File: config.mk
export PLATFORM = sky130hd
export DESIGN_NAME = uart_rx
export DESIGN_NICKNAME = d
export VERILOG_FILES = /design/src/rtl/uart_rx.sv
export SDC_FILE = /design/constraint.sdc
export NUM_CORES = 1
export LEC_CHECK = 0
export ABC_CLOCK_PERIOD_IN_PS = 2700
export CORE_ASPECT_RATIO = 0.7
export CORE_MARGIN = 1.5
export CORE_UTILIZATION = 62
export DETAILED_ROUTE_END_ITERATION = 16
export GPL_TIMING_DRIVEN = 1
export PLACE_DENSITY = 0.83
export SLEW_MARGIN = 10
export SYNTH_ARGS = -nofsm -noshare
export SYNTH_HDL_FRONTEND = slang
export SYNTH_SLANG_ARGS = --single-unit
File: constraint.sdc
create_clock -name sys_clk -period 2.7 [get_ports sys_clk]
set_clock_uncertainty 0.15 [all_clocks]
set_input_delay 0.27 -clock sys_clk [delete_from_list [all_inputs] [get_ports sys_clk]]
set_output_delay 0.27 -clock sys_clk [all_outputs]
set_load 0.02 [all_outputs]
File: src/rtl/uart_rx.sv
// uart_rx: 8N1 serial receiver with input synchroniser, mid-bit sampling, glitch rejection and framing-error detection
module uart_rx #(
    parameter int CLK_FREQ  = 50_000_000,
    parameter int BAUD_RATE = 115_200,
    parameter int DATA_BITS = 8
) (
    input  logic       sys_clk,
    input  logic       sys_rst,
    input  logic       rx,
    output logic [7:0] rx_data,
    output logic       rx_done,
    output logic       frame_err,
    output logic       rx_busy
);
    localparam int N = CLK_FREQ / BAUD_RATE;
    localparam logic [15:0] MAX_CNT = 16'(N - 1);
    localparam logic [15:0] HALF_CNT = 16'(N / 2 - 1);
    localparam logic [3:0] LAST_BIT = 4'(DATA_BITS - 1);
    localparam logic [2:0] IDLE = 3'd0;
    localparam logic [2:0] START = 3'd1;
    localparam logic [2:0] DATA = 3'd2;
    localparam logic [2:0] STOP = 3'd3;
    localparam logic [2:0] ERR = 3'd4;
    logic                 r_meta;
    logic                 r_sync;
    logic                 r_prev;
    logic [2:0]           r_state;
    logic [15:0]          r_cnt;
    logic [3:0]           r_bit_cnt;
    logic [DATA_BITS-1:0] r_shift;
    logic [2:0]           w_next;
    logic                 w_fall;
    logic                 w_tick;
    logic                 w_half;
    logic                 w_stop_tick;
    assign w_fall = r_prev & ~r_sync;
    assign w_tick = r_cnt == MAX_CNT;
    assign w_half = r_cnt == HALF_CNT;
    assign w_stop_tick = r_state == STOP && w_tick;
    assign rx_busy = r_state != IDLE;
    always_comb begin
        w_next = r_state;
        case (r_state)
            IDLE:    w_next = w_fall ? START : IDLE;
            START:   w_next = w_half ? (r_sync ? IDLE : DATA) : START;
            DATA:    w_next = (w_tick && r_bit_cnt == LAST_BIT) ? STOP : DATA;
            STOP:    w_next = w_tick ? (r_sync ? IDLE : ERR) : STOP;
            ERR:     w_next = r_sync ? IDLE : ERR;
            default: w_next = IDLE;
        endcase
    end
    always_ff @(posedge sys_clk) begin
        if (sys_rst) begin
            r_meta    <= 1'b1;
            r_sync    <= 1'b1;
            r_prev    <= 1'b1;
            r_state   <= IDLE;
            r_cnt     <= '0;
            r_bit_cnt <= '0;
            r_shift   <= '0;
            rx_data   <= 8'h00;
            rx_done   <= 1'b0;
            frame_err <= 1'b0;
        end else begin
            r_meta    <= rx;
            r_sync    <= r_meta;
            r_prev    <= r_sync;
            r_state   <= w_next;
            r_cnt     <= (r_state == IDLE || w_next != r_state || w_tick) ? '0 : r_cnt + 16'd1;
            rx_done   <= w_stop_tick && r_sync;
            frame_err <= w_stop_tick && !r_sync;
            if (r_state == DATA && w_tick) begin
                r_shift   <= {r_sync, r_shift[DATA_BITS-1:1]};
                r_bit_cnt <= (r_bit_cnt == LAST_BIT) ? '0 : r_bit_cnt + 4'd1;
            end
            if (w_stop_tick && r_sync)
                rx_data <= 8'(r_shift);
        end
    end
endmodule

==> impl_metrics.yaml, run 1 <==
global_routing:
  grt_pass1_wl_um: 7100
  grt_use_total_pct: 26.4
  grt_max_degree: 29
  grt_antenna_before_repair: 0
  grt-ovfl-total: 0
  grt_pass1_vias: 1483
critical_path:
  cpPeakStageDelay_ns: 0.69
  cp.arrival_ns: 2.32
  r2r_slack_ns: 0.39
  critPathCaptureType: "flop"
  cp_max_fo: 26
  cp-start-kind: "flop"
  path_class: "flop to flop"
  startpoint: "r_cnt[0]"
  r2r_cells: 5
  path_cells: "ha_1 -> and4bb_2 -> nand4_4 -> a221oi_2 -> nor3_1"
  required_ns: 2.70
  cp_slowest_cell: "a221oi_2"
  crit_path_end: "r_cnt[4]"
  worstReg2RegStart: "r_cnt[0]"
  r2r_end: "r_cnt[4]"
min_path:
  min_path_type: "flop to flop"
drt:
  wl_per_cell_um: 16.2
  drc: 0
  drt_pass1_iterations: 5
  ant_nets: 0
  vias: 1694
  drt-initial-drc-count: 113
  drt_wl_total_um: 4360
  drt-vias-per-instance: 6.27
floorplanning:
  dieHeight_um: 50.5
  die_width_um: 70.8
  coreArea_sq_mm: 0.00292
  io_pins: 14
  die_area_sq_mm: 0.00357
  start_util_pct: 68.2
  rows: 16
synthesis:
  synth_edf_count: 0
  synth_flop_cell: "dfxtp_1"
  syn_nets: 231
  yosys.area_share.simple_pct: 29.4
  synth-seq-cells: 44
  synth-xor-area-share_pct: 4.83
  yosysWarnings: 0
  yosysSeqAreaShare_pct: 44.2
  syn_area_sq_mm: 0.00199
  synth_area_leaders: "dfxtp_1 (44%), a21oi_1 (6.0%), o21ai_0 (5.3%)"
  synth-compound-area-share_pct: 14.2
  yosys.area.top_type: "dfxtp_1"
  syn_area_per_cell_sq_um: 8.90
  synth.area.mux_share_pct: 1.07
  synth_top_family_by_area: "simple AND/OR/NAND/NOR gates"
  syn-instance-count: 224
  synth.distinct_cells: 42
  synth_top_area_share_pct: 44.2
  ys_async_sr_fraction_pct: 0
  synthAdderAreaFrac_pct: 2.51
clocking:
  cts_max_level: 2
  clkTransAtPathRegs_ns: 0.08
  cts_resized: 0
  cts_buffer_depth: 2
  cts_tree: "done"
  holdBufCountCts: 0
  cts_made_buffers: 5
  cts_setup_buffers: 0
  cts_root_buf: "clkbuf_8"
  clock-sinks: 44
  insertion_delay_ns: 0.30
timing:
  drv_slew: 0
  hold_violations: 0
  tightestPinTransition_ns: 0.743
  max_slew_margin_pct: 50.3
  fin_crit_sh_pct: 85.6
  setup_viol: 0
  min_period_ns: 2.31
  max_freq_ghz: 0.432
  setup-tns-final_ns: 0
  rsz0062_at_grt: "no"
placement:
  place_area_sq_mm: 0.00213
  place.gp.congestion: 0.880
  dp_hpwl_um: 2950
  io_buffers: 13
layout:
  num_antenna_cells: 0
  drive_above_1_share_pct: 10.3
  syn2layout_area_growth_pct: 13.4
  layout.nets: 240
  postLayoutCellArea_sq_mm: 0.00226
  fillCellCount: 213
  final_common_cell: "dfxtp_1"
  most-common-layout-cells: "dfxtp_1 (44), a21oi_1 (24), o21ai_0 (21)"
power:
  ir_worst_vdd_v: 0.000430
  p_leak_nw: 0.744
  pwr_density_cell_mw_per_mm2: 546
status:
  outcome: "complete, no violations"
run:
  cap_violations: 0
critical path, delay by kind of cell, from the launching register on:
family	cells	cell delay (ns)
AO/OA/AOI/OAI	1	0.69
AND/OR/NAND/NOR	3	0.72
flip-flops	1	0.42
adder cells (fa/ha/maj)	1	0.17
layer usage:
layer  part of all wire, %  GRT usage, %
met3                   5.6          6.43
met5                     0             0
met4                   3.1          14.5
met1                    47          35.4
met2                    44          39.3
sequential cells by signal, summed over array words and instances (netlist names):
| register | flops |
|---|---|
| r_state | 3 |
| r_prev | 1 |
| r_sync | 1 |
| r_bit_cnt | 4 |
| r_cnt | 16 |
| rx_data | 8 |
| frame_err | 1 |
| rx_done | 1 |
| r_meta | 1 |
| r_shift | 8 |
cells by family (layout without fill, tap and decap cells):
family | count (synthesis) | count (layout)
and+or+nand+nor | 94 | 94
AOI/OAI and AO/OA | 51 | 51
DFF | 44 | 44
buffers and inverters | 18 | 28
xor gates and xnor gates | 11 | 11
adders and majority gates | 4 | 4
muxes | 2 | 2
cells in the mapped netlist (2+ instances only):
cell type	number
dfxtp_1	44
a21oi_1	24
o21ai_0	21
nand3_1	19
nand4_1	12
nor2_1	11
clkbuf_1	9
nand2_1	9
xor2_1	9
nor3_1	8
and3_1	5
and4_1	4
ha_1	4
or2_2	4
buf_2	3
inv_1	3
nor3b_1	3
or3_1	3
and2_1	2
nand2b_1	2
nor4_4	2
or4_1	2
xnor2_1	2
how the worst min path moves through the flow:
stage | startpoint | endpoint | slack [ns] | cells past startpoint
floorplan | rx | r_meta | 0.22 | 1
global placement | r_meta | r_sync | 0.24 | 1
detailed placement | r_meta | r_sync | 0.25 | 1
CTS | r_meta | r_sync | 0.27 | 1
global route | r_meta | r_sync | 0.28 | 1
finish | r_meta | r_sync | 0.27 | 1
stage by stage:
| stage | hold WS, ns | instances | utilization [%] | total power, mW | setup WS, ns |
|---|---|---|---|---|---|
| 6_report | 0.267 | 270 | 77.4 | 1.24 | 0.388 |
| 4_1_cts | 0.269 | 270 | 77.4 | 1.23 | 0.415 |
| 5_1_grt | 0.278 | 270 | 77.4 | 1.26 | 0.243 |
| 3_5_place_dp | 0.248 | 262 | 73.0 | 0.701 | 0.479 |
| 2_1_floorplan | 0.224 | 224 | - | 0.690 | 0.929 |
| 3_3_place_gp | 0.244 | 262 | 73.0 | 0.699 | 0.587 |
cell type report:
cell class,instances,area (sq um),area share [%]
timing repair buffer,17,160,7.08
inverter,3,11.3,0.498
clock inverter,1,30.0,1.33
tap,36,45.0,1.99
clock buffer,7,96.3,4.26
multi-input combinational,162,1040,45.9
sequential,44,881,39.0
report_power, final:
| part | internal, mW | switching [mW] |
|---|---|---|
| registers | 0.651 | 0.00310 |
| clock network | 0.326 | 0.222 |
| logic | 0.0120 | 0.0200 |
Note: power is estimated with default switching activity, not from simulation.
==> run 2: changes to the inputs <==
--- a/config.mk
+++ b/config.mk
@@ -12,6 +12,7 @@
 export DETAILED_ROUTE_END_ITERATION = 16
 export GPL_TIMING_DRIVEN = 1
 export PLACE_DENSITY = 0.83
+export RECOVER_POWER = 100
 export SLEW_MARGIN = 10
 export SYNTH_ARGS = -nofsm -noshare
 export SYNTH_HDL_FRONTEND = slang
==> run 2 against run 1 <==
Net effect:
- final cell count is the same
- total power shrank 0.25%
- critical endpoint unchanged
- die area is the same
- combinational power shrank 4%
- largest cell class unchanged
- register-to-register slack is essentially flat
- clock power is essentially flat
- design area shrank 0.50%
- wire length is essentially flat
- sequential share of layout area grew 0.20 points
==> impl_metrics.yaml, run 2 (same netlist as run 1, synthesis figures left out) <==
global_routing:
  grt_pass1_wl_um: 7100
  grt_max_degree: 29
  grt-ovfl-total: 0
  grt_antenna_before_repair: 0
  top_usage_layer: "met2"
  met2_usage_pct: 39.3
  grt_pass1_vias: 1483
  grt_use_met1_pct: 35.4
  grtUsageMet3_pct: 6.43
  grt_use_total_pct: 26.4
clocking:
  cts_setup_buffers: 0
  cts_tree: "done"
  clkTransAtPathRegs_ns: 0.08
  cts_max_level: 2
  cts_resized: 0
  holdBufCountCts: 0
  cts_buffer_depth: 2
  clock-sinks: 44
  cts_made_buffers: 5
  insertion_delay_ns: 0.30
  cts_root_buf: "clkbuf_8"
floorplanning:
  start_util_pct: 68.2
  dieHeight_um: 50.5
  io_pins: 14
  die_area_sq_mm: 0.00357
  die_width_um: 70.8
  rows: 16
  coreArea_sq_mm: 0.00292
drt:
  drt-initial-drc-count: 113
  drt-vias-per-instance: 6.29
  drt_pass1_iterations: 5
  wl_per_cell_um: 16.2
  ant_nets: 0
  vias: 1698
  drc: 0
  drt_wl_total_um: 4370
layout:
  largest_reg_flops: 16
  top_register: "r_cnt"
  final_cells: 270
  final_common_cell: "dfxtp_1"
  reg_top3: "r_cnt: 16 flops, r_shift: 8 flops, rx_data: 8 flops"
  most-common-layout-cells: "dfxtp_1 (44), a21oi_1 (24), o21ai_0 (21)"
  syn2layout_area_growth_pct: 12.8
  layout.nets: 240
  num_antenna_cells: 0
  drive_above_1_share_pct: 8.55
timing:
  tightestPinTransition_ns: 1.14
  hold_violations: 0
  fin_ws_ns: 0.402
  min_period_ns: 2.30
  setup_viol: 0
  rsz0062_at_grt: "no"
  timing.hold.ws_ns: 0.268
  drv_slew: 0
  max_freq_ghz: 0.435
  setup-tns-final_ns: 0
  max_slew_margin_pct: 24.0
  fin_crit_sh_pct: 85.1
status:
  outcome: "complete, no violations"
placement:
  place.gp.congestion: 0.880
  dp_hpwl_um: 2950
  dpl_worst_slack_ns: 0.479
  dp_cells: 262
  io_buffers: 13
critical_path:
  cp_max_fo: 26
  path_class: "flop to flop"
  critPathCaptureType: "flop"
  cp.arrival_ns: 2.30
  required_ns: 2.70
  cp-start-kind: "flop"
min_path:
  min_path_type: "flop to flop"
power:
  pwr_density_cell_mw_per_mm2: 548
  finalPower_mw: 1.23
  ir_worst_vdd_v: 0.000434
  p_leak_nw: 0.774
run:
  cap_violations: 0
run 2: metal layers:
layer	wire length, um	part of all wire (%)
met2	1930	44
met3	306	7.0
met4	130	3.0
met5	0	0
met1	2000	46
run 2: path summary, 6_finish.rpt:
check	start	depth (start not counted)	slack [ns]	endpoint
worst max register to register	r_cnt[0]	5	0.40	r_cnt[4]
worst min-delay path	r_meta	1	0.27	r_sync
worst min register to register	r_meta	1	0.27	r_sync
worst max-delay path	r_cnt[0]	5	0.40	r_cnt[4]
run 2: cell type report:
cell class              count  area [sq um]
multi-input cells         162          1040
clock buffers               7          96.3
well taps                  36          45.0
inverters                   3          11.3
fillers                   217           673
repair buffers             17           149
clock inverters             1          30.0
flip-flops and latches     44           881
run 2: report_power, final:
part / switching [mW] / leakage [nW] / internal (mW) / total [mW]
sequential: 0.00305 / 0.355 / 0.651 / 0.654
clock: 0.221 / 0.0645 / 0.326 / 0.547
combinational: 0.0199 / 0.355 / 0.0109 / 0.0307
total: 0.243 / 0.774 / 0.989 / 1.23
run 2: worst max-delay path: stages (launching register included):
cell and delay [ns]:
dfxtp_1 0.42, ha_1 0.17, and4bb_1 0.27, nand4_4 0.32, a221oi_2 0.67, nor3_1 0.13
run 2: stage by stage:
stage,util (%),cell area [sq um]
floorplan,-,1990
global placement,73.0,2130
detailed placement,73.0,2130
CTS,77.4,2260
global route,77.0,2250
finish,77.0,2250
